### config.mk
export PLATFORM = sky130hd
export DESIGN_NAME = param_counter_flat
export DESIGN_NICKNAME = d
export VERILOG_FILES = /design/src/rtl/param_counter_if.sv /design/src/rtl/param_counter.sv /design/src/flat_wrapper.sv
export SDC_FILE = /design/constraint.sdc
export NUM_CORES = 1
export LEC_CHECK = 0
export ABC_AREA = 1
export CAP_MARGIN = 15
export CORE_AREA = 2 2 62 64
export CTS_CLUSTER_DIAMETER = 50
export DETAILED_ROUTE_END_ITERATION = 10
export DIE_AREA = 0 0 64 66
export MAX_ROUTING_LAYER = met4
export PLACE_DENSITY = 0.7
export SLEW_MARGIN = 40
export SYNTH_ARGS = -nofsm -noshare
export SYNTH_HDL_FRONTEND = slang
export SYNTH_SLANG_ARGS = --single-unit
### constraint.sdc
create_clock -name CLK -period 1.71 [get_ports CLK]
set_input_delay 0.2565 -clock CLK [delete_from_list [all_inputs] [get_ports CLK]]
set_output_delay 0.2565 -clock CLK [all_outputs]
set_load 0.02 [all_outputs]
### src/rtl/param_counter_if.sv
// Bus bundle for param_counter: control inputs and count/flag/display outputs.
// The counter is the slave side; the driving environment is the master side.
interface param_counter_if #(
    parameter int WIDTH = 4
);
    logic             iEn;
    logic             iUp;
    logic             iLoad;
    logic [WIDTH-1:0] iLoadVal;
    logic [WIDTH-1:0] oQ;
    logic             oTick;
    logic             oTc;
    logic [6:0]       oDisplay;

    modport master (
        output iEn, iUp, iLoad, iLoadVal,
        input  oQ, oTick, oTc, oDisplay
    );

    modport slave (
        input  iEn, iUp, iLoad, iLoadVal,
        output oQ, oTick, oTc, oDisplay
    );
endinterface

### src/rtl/param_counter.sv
// Modulo-N up/down counter with load, power-of-two prescaler and optional
// seven-segment output (active-low, {g,f,e,d,c,b,a}).
// Build option: define PARAM_COUNTER_DISPLAY_EN to build the hex decoder;
// without it oDisplay is held at all segments off.
module param_counter #(
    parameter int MODULUS  = 8,
    parameter int WIDTH    = 4,
    parameter int PRESCALE = 25
) (
    input logic           CLK,
    input logic           rst_n,
    param_counter_if.slave bus
);
    localparam logic [WIDTH-1:0] MAX = WIDTH'(MODULUS - 1);

    logic             tick;
    logic [WIDTH-1:0] q_q, q_d;
    logic [WIDTH-1:0] load_val;

    if (PRESCALE > 0) begin : g_pre
        logic [PRESCALE-1:0] pre_q, pre_d;

        assign pre_d = pre_q + PRESCALE'(1);
        assign tick  = &pre_q;

        // Free-running prescaler; wraps naturally at all ones.
        always_ff @(posedge CLK or negedge rst_n) begin
            if (!rst_n) pre_q <= '0;
            else        pre_q <= pre_d;
        end
    end else begin : g_nopre
        assign tick = 1'b1;
    end

    // Out-of-range load values saturate to the top of the sequence.
    assign load_val = (32'(bus.iLoadVal) >= MODULUS) ? MAX : bus.iLoadVal;

    // Next count: load beats a counting step, otherwise hold.
    always_comb begin
        q_d = q_q;
        if (bus.iLoad) begin
            q_d = load_val;
        end else if (tick && bus.iEn) begin
            if (bus.iUp) q_d = (q_q == MAX) ? '0 : q_q + WIDTH'(1);
            else         q_d = (q_q == '0) ? MAX : q_q - WIDTH'(1);
        end
    end

    // Count register.
    always_ff @(posedge CLK or negedge rst_n) begin
        if (!rst_n) q_q <= '0;
        else        q_q <= q_d;
    end

    assign bus.oQ    = q_q;
    assign bus.oTick = tick;
    assign bus.oTc   = bus.iEn & ((bus.iUp & (q_q == MAX)) | (~bus.iUp & (q_q == '0)));

`ifdef PARAM_COUNTER_DISPLAY_EN
    logic [3:0] nib;
    logic [6:0] seg;

    if (WIDTH >= 4) begin : g_nib_trunc
        assign nib = q_q[3:0];
    end else begin : g_nib_ext
        assign nib = {{(4 - WIDTH){1'b0}}, q_q};
    end

    // Hex to active-low segment decode.
    always_comb begin
        seg = 7'b1111111;
        case (nib)
            4'h0: seg = 7'b1000000;
            4'h1: seg = 7'b1111001;
            4'h2: seg = 7'b0100100;
            4'h3: seg = 7'b0110000;
            4'h4: seg = 7'b0011001;
            4'h5: seg = 7'b0010010;
            4'h6: seg = 7'b0000010;
            4'h7: seg = 7'b1111000;
            4'h8: seg = 7'b0000000;
            4'h9: seg = 7'b0010000;
            4'hA: seg = 7'b0001000;
            4'hB: seg = 7'b0000011;
            4'hC: seg = 7'b1000110;
            4'hD: seg = 7'b0100001;
            4'hE: seg = 7'b0000110;
            4'hF: seg = 7'b0001110;
            default: seg = 7'b1111111;
        endcase
    end

    assign bus.oDisplay = seg;
`else
    assign bus.oDisplay = 7'b1111111;
`endif
endmodule
### src/flat_wrapper.sv
// flat-port wrapper written by rule: the top's interface ports become plain ports
module param_counter_flat 
#(
    parameter int MODULUS  = 8,
    parameter int WIDTH    = 4,
    parameter int PRESCALE = 25
)
  (CLK, rst_n, bus_iEn, bus_iUp, bus_iLoad, bus_iLoadVal, bus_oQ, bus_oTick, bus_oTc, bus_oDisplay);
  param_counter_if #(.WIDTH(WIDTH)) bus_i ();
  input logic CLK;
  input logic rst_n;
  input wire logic [$bits(bus_i.iEn)-1:0] bus_iEn;
  input wire logic [$bits(bus_i.iUp)-1:0] bus_iUp;
  input wire logic [$bits(bus_i.iLoad)-1:0] bus_iLoad;
  input wire logic [$bits(bus_i.iLoadVal)-1:0] bus_iLoadVal;
  output wire logic [$bits(bus_i.oQ)-1:0] bus_oQ;
  output wire logic [$bits(bus_i.oTick)-1:0] bus_oTick;
  output wire logic [$bits(bus_i.oTc)-1:0] bus_oTc;
  output wire logic [$bits(bus_i.oDisplay)-1:0] bus_oDisplay;
  assign bus_i.iEn = bus_iEn;
  assign bus_i.iUp = bus_iUp;
  assign bus_i.iLoad = bus_iLoad;
  assign bus_i.iLoadVal = bus_iLoadVal;
  assign bus_oQ = bus_i.oQ;
  assign bus_oTick = bus_i.oTick;
  assign bus_oTc = bus_i.oTc;
  assign bus_oDisplay = bus_i.oDisplay;
  param_counter #(.MODULUS(MODULUS), .WIDTH(WIDTH), .PRESCALE(PRESCALE)) u_core (.CLK(CLK), .rst_n(rst_n), .bus(bus_i));
endmodule
==> impl_summary.md, run 1 <==
STA
The number of failing hold endpoints at the final stage is 0. Of the available clock period, the critical path in the final layout requires 104%. For the final database, setup skew stands at around 0.012 ns.

The shortest period the worst path allows is 1.79 ns. The highest attainable clock frequency is ~560 MHz. The worst slack on hold paths is ~0.30 ns. Setup repair after global routing could not meet its margin everywhere. The setup slack of the critical path after layout is -0.0765 ns. The max-slew violation count was 0.

The final setup violation count is 2.

Synth
The share of the synthesized area in compound gates (AO/OA/AOI/OAI) is 2.59%. The most used flip-flop cell after synthesis is sky130_fd_sc_hd__dfrtp_1. By area, the combinational part of the netlist is dominated by simple AND/OR/NAND/NOR gates. The async set-or-reset flop fraction in the synthesized netlist is between 90% and 100%. The count of distinct cell types in the synthesized netlist is 27.

The area share of fa/ha/maj cells after synthesis is under 10%. The post-synthesis xor/xnor area fraction is 9.56%. Summed over its instances, the top area cell type makes up a little over two fifths of the synthesized netlist area.

Synthesis produced 215 cells. The basic-gate share of the synthesized area counting and, or, nand and nor cells is a little under two fifths. The cell type with the largest total area after synthesis is sky130_fd_sc_hd__dfrtp_1. The flip-flop and latch count after synthesis is 29.

The mean cell area of the mapped netlist is between 8 and 9 um2. The Yosys step of the flow raised 0 warnings. The synthesized design contains 0 enable-type register cells. For this run, the register share of the synthesized area comes to 41.7%.

The mapped cell area is 1740 um2. By area the synthesized netlist is led by sky130_fd_sc_hd__dfrtp_1, sky130_fd_sc_hd__nand2_1, sky130_fd_sc_hd__xor2_1. The multiplexer share of the synthesized area is 0%.

Run status
The run finished, with violations left. The checks that failed: negative setup slack.

Layout
The net count of the finished layout is ~290. The final cell area excluding filler cells is 2270 um2. The layout-stage area growth over the synthesis result is 30.3%. The fraction of final layout cells sized beyond drive strength 1 is between 20% and 30%. The antenna diode instance count is 0. The final instance count without filler cells is approximately 320. At the end of the flow the core is filled with cells to 63.8%.

Die
For this configuration, the core starts out at a cell density of around 50%. After floorplanning, the core was divided into 22 placement rows. The die extent in x is approximately 64 um.

The full die area is roughly 4200 um2. The floorplan step defined a core boundary enclosing 3550 um2. The top-level I/O count is 22. From bottom edge to top edge, the die measures between 60 and 70 um.

Place
In this run the cell area measured after placement is 2200 um2. At the end of routability-driven placement, the weighted congestion stood at 0.906. The number of buffers inserted by port buffering is 14.

The count of placed standard cells including taps is approximately 310. The worst-case setup slack after placement is -0.199 ns. The sum of net half-perimeters after detailed placement is approximately 2.9 mm.

Flow run
The number of violations of the max-capacitance limit is 0.

Clock tree
The later pin in the worst-skew pair is clocked with a latency of approximately 0.34 ns. The clock buffer count from CTS is 5. The H-tree was split into 2 levels.

The number of buffers inserted by hold repair at cts is 0. After clock tree synthesis, the clock-pin slew on the worst setup and hold paths is approximately 0.1 ns. Counting along the longest clock path gives a buffer depth of 2. The buffer type at the clock tree root is sky130_fd_sc_hd__clkbuf_4. The CTS sink count is 29. TritonCTS built the clock tree.

Pwr
The power share of the sequential group is between 50 and 60%. The net switching power is 412 uW. The clock network fraction of design power is slightly below 30%. The static leakage is 0.00107 uW. The internal power of the cells totals 978 uW. The largest voltage drop on the vdd net is about 0.00034 V. The proportion of total power due to net switching is between 20% and 30%.

The share of power burned in combinational logic is 19.5%. The total power divided by cell area is between 600 and 700 nW/um2.

GRT
The global-route total usage across every layer is a little over a fifth. The aggregate global routing overflow is 0. The initial antenna violation count came to 0. Entering global routing, the biggest net connects 30 pins.

The number of global-route vias before repair is roughly 1,600. The global-route wire length before repair is approximately 6.7 mm.

Routing
The final layout contains routed wiring with a total length of 3.73 mm. In this run, the number of DRC markers left after iteration 0 of detailed routing was between 50 and 60. The total DRC errors in the routed layout is 0. The number of vias per cell after detailed routing is approximately 4.7. Once detail routing completed, the nets flagged for antenna violations numbered 0. The number of detailed-route iterations in the first pass is 4. The via count of the routed design is around 1,500.

The average routed wire per standard cell is 11.6 um.

Worst setup path
The worst setup path is launched from a flip-flop. The worst setup path is of the flip-flop to output pin kind. The category of the worst setup path capture point is an output pin.

Along the worst path, the maximum fanout reaches 2. Data on the critical path arrives at its endpoint at around 1.5 ns. The data required time at the worst endpoint is around 1.5 ns.

Min path
The min-delay analysis places its worst path in the category primary input to asynchronous set/reset pin.
[cells by family (layout without fill, tap and decap cells)]
kind of cell,after synthesis,after routing
and+or+nand+nor,130,130
DFF,29,29
buffers and inverters,24,77
xor gates and xnor gates,19,19
AOI/OAI and AO/OA,9,9
adders and majority gates,3,3
other,1,7
[worst max-delay path, cell delays in order (launching register included)]
cell                      delay, ns
sky130_fd_sc_hd__dfrtp_1       0.37
sky130_fd_sc_hd__ha_2          0.19
sky130_fd_sc_hd__nand2_2       0.07
sky130_fd_sc_hd__nor2_4        0.10
sky130_fd_sc_hd__nand2_4       0.07
sky130_fd_sc_hd__nor2_4        0.10
sky130_fd_sc_hd__nand2_2       0.06
sky130_fd_sc_hd__nor3_2        0.09
sky130_fd_sc_hd__buf_4         0.15
[path summary, 6_finish.rpt]
| kind | startpoint | end | slack [ns] | depth (start not counted) |
|---|---|---|---|---|
| setup / recovery | u_core.g_pre.pre_q[1]$_DFF_PN0_ | bus_oTick | -0.08 | 8 |
| hold reg to reg | u_core.g_pre.pre_q[24]$_DFF_PN0_ | u_core.g_pre.pre_q[24]$_DFF_PN0_ | 0.48 | 1 |
| setup reg to reg | u_core.g_pre.pre_q[1]$_DFF_PN0_ | u_core.bus.oQ[3]$_DFFE_PN0P_ | 0.23 | 10 |
| hold / removal | rst_n | u_core.g_pre.pre_q[16]$_DFF_PN0_ | 0.30 | 2 |
| min in group CLK | u_core.g_pre.pre_q[24]$_DFF_PN0_ | u_core.g_pre.pre_q[24]$_DFF_PN0_ | 0.48 | 1 |
| max in group asynchronous | rst_n | u_core.g_pre.pre_q[4]$_DFF_PN0_ | 1.13 | 2 |
[metal layers]
layer	wire length [um]	track usage (%)	vias up	share of wire [%]
li1	-	-	780	-
met1	1600	24.0	686	43
met2	1930	37.1	28	52
met3	156	5.62	8	4.2
met4	37	5.43	0	0.99
met5	0	-	-	0
[state kept, by name (all words and copies together) (netlist names)]
name,flops
u_core.bus.oQ,4
u_core.g_pre.pre_q,25
[Yosys cell counts, types with 2 or more instances]
cell / number
sky130_fd_sc_hd__a21oi_1: 4
sky130_fd_sc_hd__buf_4: 7
sky130_fd_sc_hd__dfrtp_1: 29
sky130_fd_sc_hd__ha_1: 3
sky130_fd_sc_hd__inv_1: 16
sky130_fd_sc_hd__nand2_1: 65
sky130_fd_sc_hd__nand2_2: 3
sky130_fd_sc_hd__nand2_4: 2
sky130_fd_sc_hd__nand3_1: 15
sky130_fd_sc_hd__nand3b_1: 3
sky130_fd_sc_hd__nor2_1: 20
sky130_fd_sc_hd__nor2_2: 6
sky130_fd_sc_hd__nor2_4: 4
sky130_fd_sc_hd__nor3_1: 4
sky130_fd_sc_hd__nor3_2: 2
sky130_fd_sc_hd__o21ai_0: 4
sky130_fd_sc_hd__xnor2_1: 5
sky130_fd_sc_hd__xor2_1: 14
[stage by stage]
stage | total power [uW] | TNS [ns]
2_1_floorplan | 863 | 0
3_3_place_gp | 985 | -0.309
3_5_place_dp | 991 | -0.371
4_1_cts | 1400 | -0.118
5_1_grt | 1470 | -0.248
6_report | 1390 | -0.100
[timing repair]
action | 4_1_cts | 5_1_grt
pin swaps | 1 | 0
resized for setup | 20 | 1
setup buffers | 1 | 0
setup endpoints to repair | 6 | 2
[power groups by stage]
stage	sequential [uW]	combinational, uW	clock [uW]
floorplan	744	120	0
global placement	723	261	0
detailed placement	724	266	0
CTS	712	269	419
global route	714	302	450
finish	711	271	407
[area by class of cell]
cell class	instances	area, um2
Clock buffer	6	41.3
Clock inverter	2	10.0
Fill cell	311	1280
Inverter	16	60.1
Multi-Input combinational cell	168	947
Sequential cell	29	726
Tap cell	48	60.1
Timing Repair Buffer	53	423
[cells in the final DEF, fill, tap and decap left out, drive strengths merged, types with 2 or more instances in the layout]
cell / Yosys / final
nor2: 30 / 30
nand3b: 3 / 3
clkdlybuf4s50: 0 / 8
ha: 3 / 3
nand3: 17 / 17
nor3: 7 / 7
clkbuf: 0 / 6
clkinv: 0 / 2
buf: 8 / 41
xor2: 14 / 14
o21ai: 5 / 5
inv: 16 / 16
conb: 1 / 7
a21oi: 4 / 4
nand2: 70 / 70
dfrtp: 29 / 29
dlygate4sd2: 0 / 4
xnor2: 5 / 5
Power figures use the tool's default switching activity.
==> run 2: changes to the inputs <==
Settings changed: CORE_AREA 2 2 62 64 to 2 2 45 88, DIE_AREA 0 0 64 66 to 0 0 47 90.
Clock period 1.71 ns to 1.93 ns, I/O delays scaled along.
==> run 2 against run 1 <==
  * The flow now finishes without violations
  * First-iteration DRC count decreased by 64%
  * Largest cell class unchanged
  * Utilization decreased by 2.0 points
  * Final cell count decreased by 3.1%
  * Sequential power decreased by 11%
  * Sequential share of layout area increased by 0.85 points
  * Global-route usage increased by 2.6 points
  * Worst hold slack improved by 0.11 ns
  * Register-to-register slack improved by 0.17 ns
  * Clock-buffer cell count increased by 1
  * Clock power increased by 22%
  * Via count increased by 2.5%
  * Clock skew decreased by 0.0079 ns
  * Critical path type unchanged
==> impl_summary.md, run 2 (synthesized netlist as in run 1, its figures left out) <==
Worst setup path
The data required time at the worst endpoint is 1.64 ns (was 1.45 ns). The largest stage delay on the critical path is 0.36 ns (was 0.37 ns). The slack of the worst reg-to-reg path is 0.40 ns (was 0.23 ns). The master of the slowest instance on the critical path is sky130_fd_sc_hd__dfrtp_1 (unchanged).

The beginning of the critical path is u_core.g_pre.pre_q[1]$_DFF_PN0_ (unchanged). The category of the worst setup path capture point is an output pin (unchanged). The cell that appears most often on the critical path is sky130_fd_sc_hd__nor2_4. The path type of the worst setup path was flip-flop to output pin (unchanged). The maximum fanout along the worst path is 2 (unchanged).

The capture instance of the worst register-to-register path is u_core.bus.oQ[2]$_DFFE_PN0P_ (was u_core.bus.oQ[3]$_DFFE_PN0P_). The launch point of the worst reg-to-reg path is u_core.g_pre.pre_q[1]$_DFF_PN0_ (unchanged). The worst path arrival time is 1.52 ns (was 1.53 ns). The capturing element of the worst setup path was bus_oTick (unchanged). The worst reg-to-reg path cell count is 10 (unchanged). Worst-path cell chain: ha_2, nand2_2, nor2_4, nand2_4, nor2_4, nand2_1, nor3_2, buf_2 (was ha_2, nand2_2, nor2_4, nand2_4, nor2_4, nand2_2, nor3_2, buf_4). The startpoint class of the critical path is a flip-flop (unchanged).

Routing
The average routed wire per standard cell is 13.7 um (was 11.6 um). The number of vias per cell after detailed routing is 4.93 (was 4.66). The total DRC errors in the routed layout was 0 (unchanged).

The via count of the routed design came to 1,539 (was 1,502). The number of design-rule violations left by the first detailed-router iteration came to 21 (was 59). The number of antenna-violating nets in the routed design is 0 (unchanged). The number of detailed-route iterations in the first pass is 4 (unchanged).

The total wire length after detailed routing was 4.28 mm (was 3.73 mm).

Layout
The antenna diode instance count is 0 (unchanged). The net count of the finished layout is 275 (was 285). The leading cell type in the layout, fill and taps excluded is sky130_fd_sc_hd__nand2_1 (unchanged). The register containing the most flip-flops in the final layout is u_core.g_pre.pre_q (unchanged). The fraction of final layout cells sized beyond drive strength 1 was 22.4% (was 28.1%). The final cell area excluding filler cells is 2210 um2 (was 2270 um2). Top library cells by usage in the layout, fill and taps aside: sky130_fd_sc_hd__nand2_1, sky130_fd_sc_hd__buf_4, sky130_fd_sc_hd__dfrtp_1 (unchanged). The number of flip-flops under the largest register name is 25 (unchanged). The layout-stage area growth over the synthesis result is 26.9% (was 30.3%).

GRT
The most crowded layer after global routing was met2 (unchanged). The aggregate global routing overflow is 0 (unchanged). The fraction of met1 tracks used by global routing is 19.5% (was 24.0%).

The global routing met2 resource utilization is 42.7% (was 37.1%). The number of global-route vias before repair was 1,627 (was 1,553). The global-route total usage across every layer was 23.8% (was 21.2%). The initial antenna violation count came to 0 (unchanged). The global-route wire length before repair is 6.95 mm (was 6.69 mm). The met3 global-route usage came to 3.41% (was 5.62%). The largest net degree at the start of global routing is 30 (unchanged).

Clock tree
The insertion delay of the later-clocked pin in the worst-skew pair is 0.28 ns (was 0.34 ns). The H-tree depth was 2 (unchanged). The clock slew at the register clock pins of the worst setup and hold paths is 0.06 ns (was 0.10 ns). The number of buffers inserted by hold repair at cts is 0 (unchanged).

The clock tree from TritonCTS is yes (unchanged). The buffer type at the clock tree root is sky130_fd_sc_hd__clkbuf_8 (was sky130_fd_sc_hd__clkbuf_4). The CTS sink count came to 29 (unchanged). The maximum clock path buffer count is 2 (unchanged). The post-CTS setup buffer count is 0 (was 1).

The clock buffer count from CTS came to 5 (unchanged).

Die
The effective utilization at floorplan is 48.8% (was 49.0%). The number of core rows is 31 (was 22). The die extent in x is 47 um (was 64 um). The height of the die was 90 um (was 66 um). The full die area is 4230 um2 (was 4220 um2). The total core area is 3570 um2 (was 3550 um2). The top-level I/O count is 22 (unchanged).

Place
The post-place instance area is 2120 um2 (was 2200 um2). The sum of net half-perimeters after detailed placement is 3.48 mm (was 2.85 mm). The number of buffers inserted by port buffering came to 14 (unchanged). The placer congestion estimate was 0.823 (was 0.906).

STA
The worst slack on hold paths is 0.404 ns (was 0.297 ns). Unrepaired setup endpoints after global routing: no (was yes). The final worst clock skew is 0.00399 ns (was 0.0119 ns). The shortest period the worst path allows is roughly 1.8 ns.

The total negative setup slack came to 0 ns (was -0.100 ns). The number of failing hold endpoints at the final stage is 0 (unchanged). The final setup violation count was 0 (was 2).

Of the available clock period, the critical path in the final layout requires between 90% and 100%. Static timing analysis puts the maximum clock frequency at about 550 MHz. The max-slew violation count came to 0 (unchanged).

Pwr
The total power divided by cell area is 614 nW/um2 (was 613 nW/um2). The largest voltage drop on the vdd net came to 0.000477 V (was 0.000340 V). The static leakage is 0.00102 uW (was 0.00107 uW).

Min path
The type of the tightest min-delay check is primary input to asynchronous set/reset pin (unchanged).

Flow run
The number of violations of the max-capacitance limit is 0 (unchanged).

Run status
Result of the run: complete, no violations (was finished with violations).
run 2: how the worst min path moves through the flow:
stage / startpoint / to / cells past startpoint
after floorplan: rst_n / u_core.bus.oQ[0]$_DFFE_PN0P_ / 0
after global placement: u_core.g_pre.pre_q[24]$_DFF_PN0_ / u_core.g_pre.pre_q[24]$_DFF_PN0_ / 1
after detailed placement: u_core.g_pre.pre_q[24]$_DFF_PN0_ / u_core.g_pre.pre_q[24]$_DFF_PN0_ / 1
after CTS: rst_n / u_core.bus.oQ[1]$_DFFE_PN0P_ / 2
after global routing: rst_n / u_core.g_pre.pre_q[4]$_DFF_PN0_ / 2
final: rst_n / u_core.g_pre.pre_q[12]$_DFF_PN0_ / 2
run 2: worst max-delay path: cells and delay by family, from the launching register on:
kind                       cells  cell delay (ns)
buffers and inverters          1             0.19
adders and majority gates      1             0.20
DFF                            1             0.36
and+or+nand+nor                6             0.49
run 2: cell type report:
class / count / area [um2]
fill: 355 / 1360
tap: 49 / 61.3
clock buffer: 7 / 86.3
timing repair buffer: 43 / 348
inverter: 16 / 60.1
sequential: 29 / 726
multi-input combinational: 168 / 927
run 2: where the power goes:
part	switching, uW	total [uW]	internal (uW)
sequential	13.3	633	620
combinational	126	228	102
clock	213	495	282
total	352	1360	1000
run 2: routing by layer:
metal / share of wire, % / wire length, um
met3: 2.3 / 97
met5: 0 / 0
met4: 6.1 / 263
met1: 30 / 1280
met2: 62 / 2650
run 2: through the flow:
step                      total power [uW]  utilization, %  instances  setup WS (ns)
after floorplan                        763               -        221          0.139
after detailed placement               874            59.5        305        -0.0805
final                                 1360            61.9        312          0.119
after global routing                  1410            61.9        312         0.0145
after CTS                             1370            61.8        312        0.00743
after global placement                 873            59.5        305        -0.0531
run 2: what timing repair did:
item                                   4_1_cts  5_1_grt
endpoints found under the hold margin        0        0
setup endpoints to repair                    2        2
resized for setup                            6        5
==> variant, RTL diff (config.mk and constraints of run 1) <==
`WIDTH` is set to 4 in 3 places; all go to 6.
--- a/src/rtl/param_counter_if.sv
+++ b/src/rtl/param_counter_if.sv
@@ -3,3 +3,3 @@
 interface param_counter_if #(
-    parameter int WIDTH = 4
+    parameter int WIDTH = 6
 );
--- a/src/rtl/param_counter.sv
+++ b/src/rtl/param_counter.sv
@@ -6,3 +6,3 @@
     parameter int MODULUS  = 8,
-    parameter int WIDTH    = 4,
+    parameter int WIDTH    = 6,
     parameter int PRESCALE = 25
--- a/src/flat_wrapper.sv
+++ b/src/flat_wrapper.sv
@@ -4,3 +4,3 @@
     parameter int MODULUS  = 8,
-    parameter int WIDTH    = 4,
+    parameter int WIDTH    = 6,
     parameter int PRESCALE = 25
Ports: changed (resized bus_iLoadVal and bus_oQ); port bits go from 22 to 26. No check against the original RTL was run, so the function may have changed too.
==> variant against run 1 <==
Worst setup slack lost 0.080 ns; the flow still finishes with violations (setup timing); combinational power is 25% higher; area after synthesis up 15%; clock power is 22% higher; design area grew 20%; sequential share of layout area shrank 3.6 points; sequential cell count rose by 2; synthesized cell count up 18%; global-route usage grew 3.5 points; highest routed layer unchanged; register-to-register slack got worse by 0.06 ns; power is 15% higher; routed wire length increased by 18%.
==> variant: results (changes against run 1) <==
| Metric | Value |
|---|---|
| Outcome | `complete, but fails checks` |
| Failing checks | `setup timing` |
| Met2 usage | `41.8% (+4.7 points)` |
| Overall routed net length | `4.41 mm (+18%)` |
| WP data arrival | `1.61 ns (+0.08 ns)` |
| Placed Area | `2590 um^2 (+18%)` |
| Synth top cells by count | `nand2_1 (62), dfrtp_1 (31), nand3_1 (29), nor2_1 (28), inv_1 (26)` |
| Ratio of cells with drive above 1 in the final layout | `30.7% (+2.6 points)` |
| Tot GR Track Use | `24.7% (+3.5 points)` |
| Number of setup violations in the final report | `2 (unchanged)` |
| Worst vdd ir | `0.000520 V (+53%)` |
| GR Layer Usage met3 | `5.45% (-0.17 points)` |
| Leakage | `1.41 nW (+32%)` |
| Total negative slack | `-0.230 ns (-0.130 ns)` |
| Post-route setup slack | `-0.156 ns (-0.0795 ns)` |
| M1 GR Usage | `30.6% (+6.5 points)` |
| Worst Skew | `0.0111 ns (-0.000749 ns)` |
| Pin count of the biggest net entering global routing | `32 (+6.7%)` |
| Global-route wire length before repair | `7.80 mm (+16%)` |
| Synth unique cells | `28 (+3.7%)` |
| Worst reg2reg setup slack | `0.17 ns (-0.06 ns)` |
| Min Hold Slack | `0.308 ns (+0.0105 ns)` |
| DP Worst Slack | `-0.289 ns (-0.0899 ns)` |
| Post-synthesis sequential area ratio | `38.8% (-2.9 points)` |
| Vias in the first global route | `1,797 (+16%)` |
| FF-to-FF End | `u_core.bus.oQ[0]` |
| Port Buf Inserts | `18 (+4)` |
| Top cells by area, synth | `dfrtp_1 (39%), nand2_1 (12%), xor2_1 (7.4%)` |
| Placed cells | `367 (+17%)` |
| Starting DRT DRC Count | `63 (+6.8%)` |
| Fillers | `269 (-14%)` |
| Routability cong. | `0.877 (-3.2%)` |
| WL/cell | `11.6 um (+0.41%)` |
| HPWL after detailed placement | `3.48 mm (+22%)` |
| Sw Share | `28.0% (-1.7 points)` |
## variant: worst max-delay path by stage
stage / cells after the start / slack (ns) / to
detailed placement: 8 / -0.29 / bus_oTick
global placement: 6 / -0.22 / bus_oTc
finish: 8 / -0.16 / bus_oTick
CTS: 8 / -0.20 / bus_oTick
floorplan: 7 / 0.04 / bus_oTc
global route: 8 / -0.27 / bus_oTick
## variant: kinds of logic after synthesis
kind of cell / count (synthesis) / share of synthesized area (%)
adder cells (fa/ha/maj): 4 / 2.50
AND/OR/NAND/NOR: 146 / 36.1
flip-flops: 31 / 38.8
AO/OA/AOI/OAI: 8 / 2.32
buffers and inverters: 39 / 9.14
other: 1 / 0.188
XOR/XNOR: 25 / 11.0
## variant: power by group through the flow
stage / logic [mW] / clock network, mW / registers (mW)
after global routing: 0.374 / 0.538 / 0.758
final: 0.338 / 0.497 / 0.757
after global placement: 0.305 / 0 / 0.770
after CTS: 0.327 / 0.508 / 0.756
after detailed placement: 0.308 / 0 / 0.772
after floorplan: 0.155 / 0 / 0.782
## variant: layout make-up
class                      instances  share of cell area (%)
inverter                          27                    3.71
multi-input combinational        190                    40.7
tap                               48                    2.20
timing repair buffer              76                    22.4
clock buffer                       7                    2.38
clock inverter                     1                   0.275
sequential                        31                    28.4
## variant: layer usage
layer	vias up	wire length [um]
li1	939	-
met1	807	2110
met2	36	2120
met3	5	146
met4	0	36
met5	-	0
## variant: repair_timing
item | in CTS | in global routing
setup buffers | 4 | 1
pin swaps | 1 | 1
gates resized for setup | 23 | 7
cloned | 0 | 0
setup endpoints to repair | 8 | 2
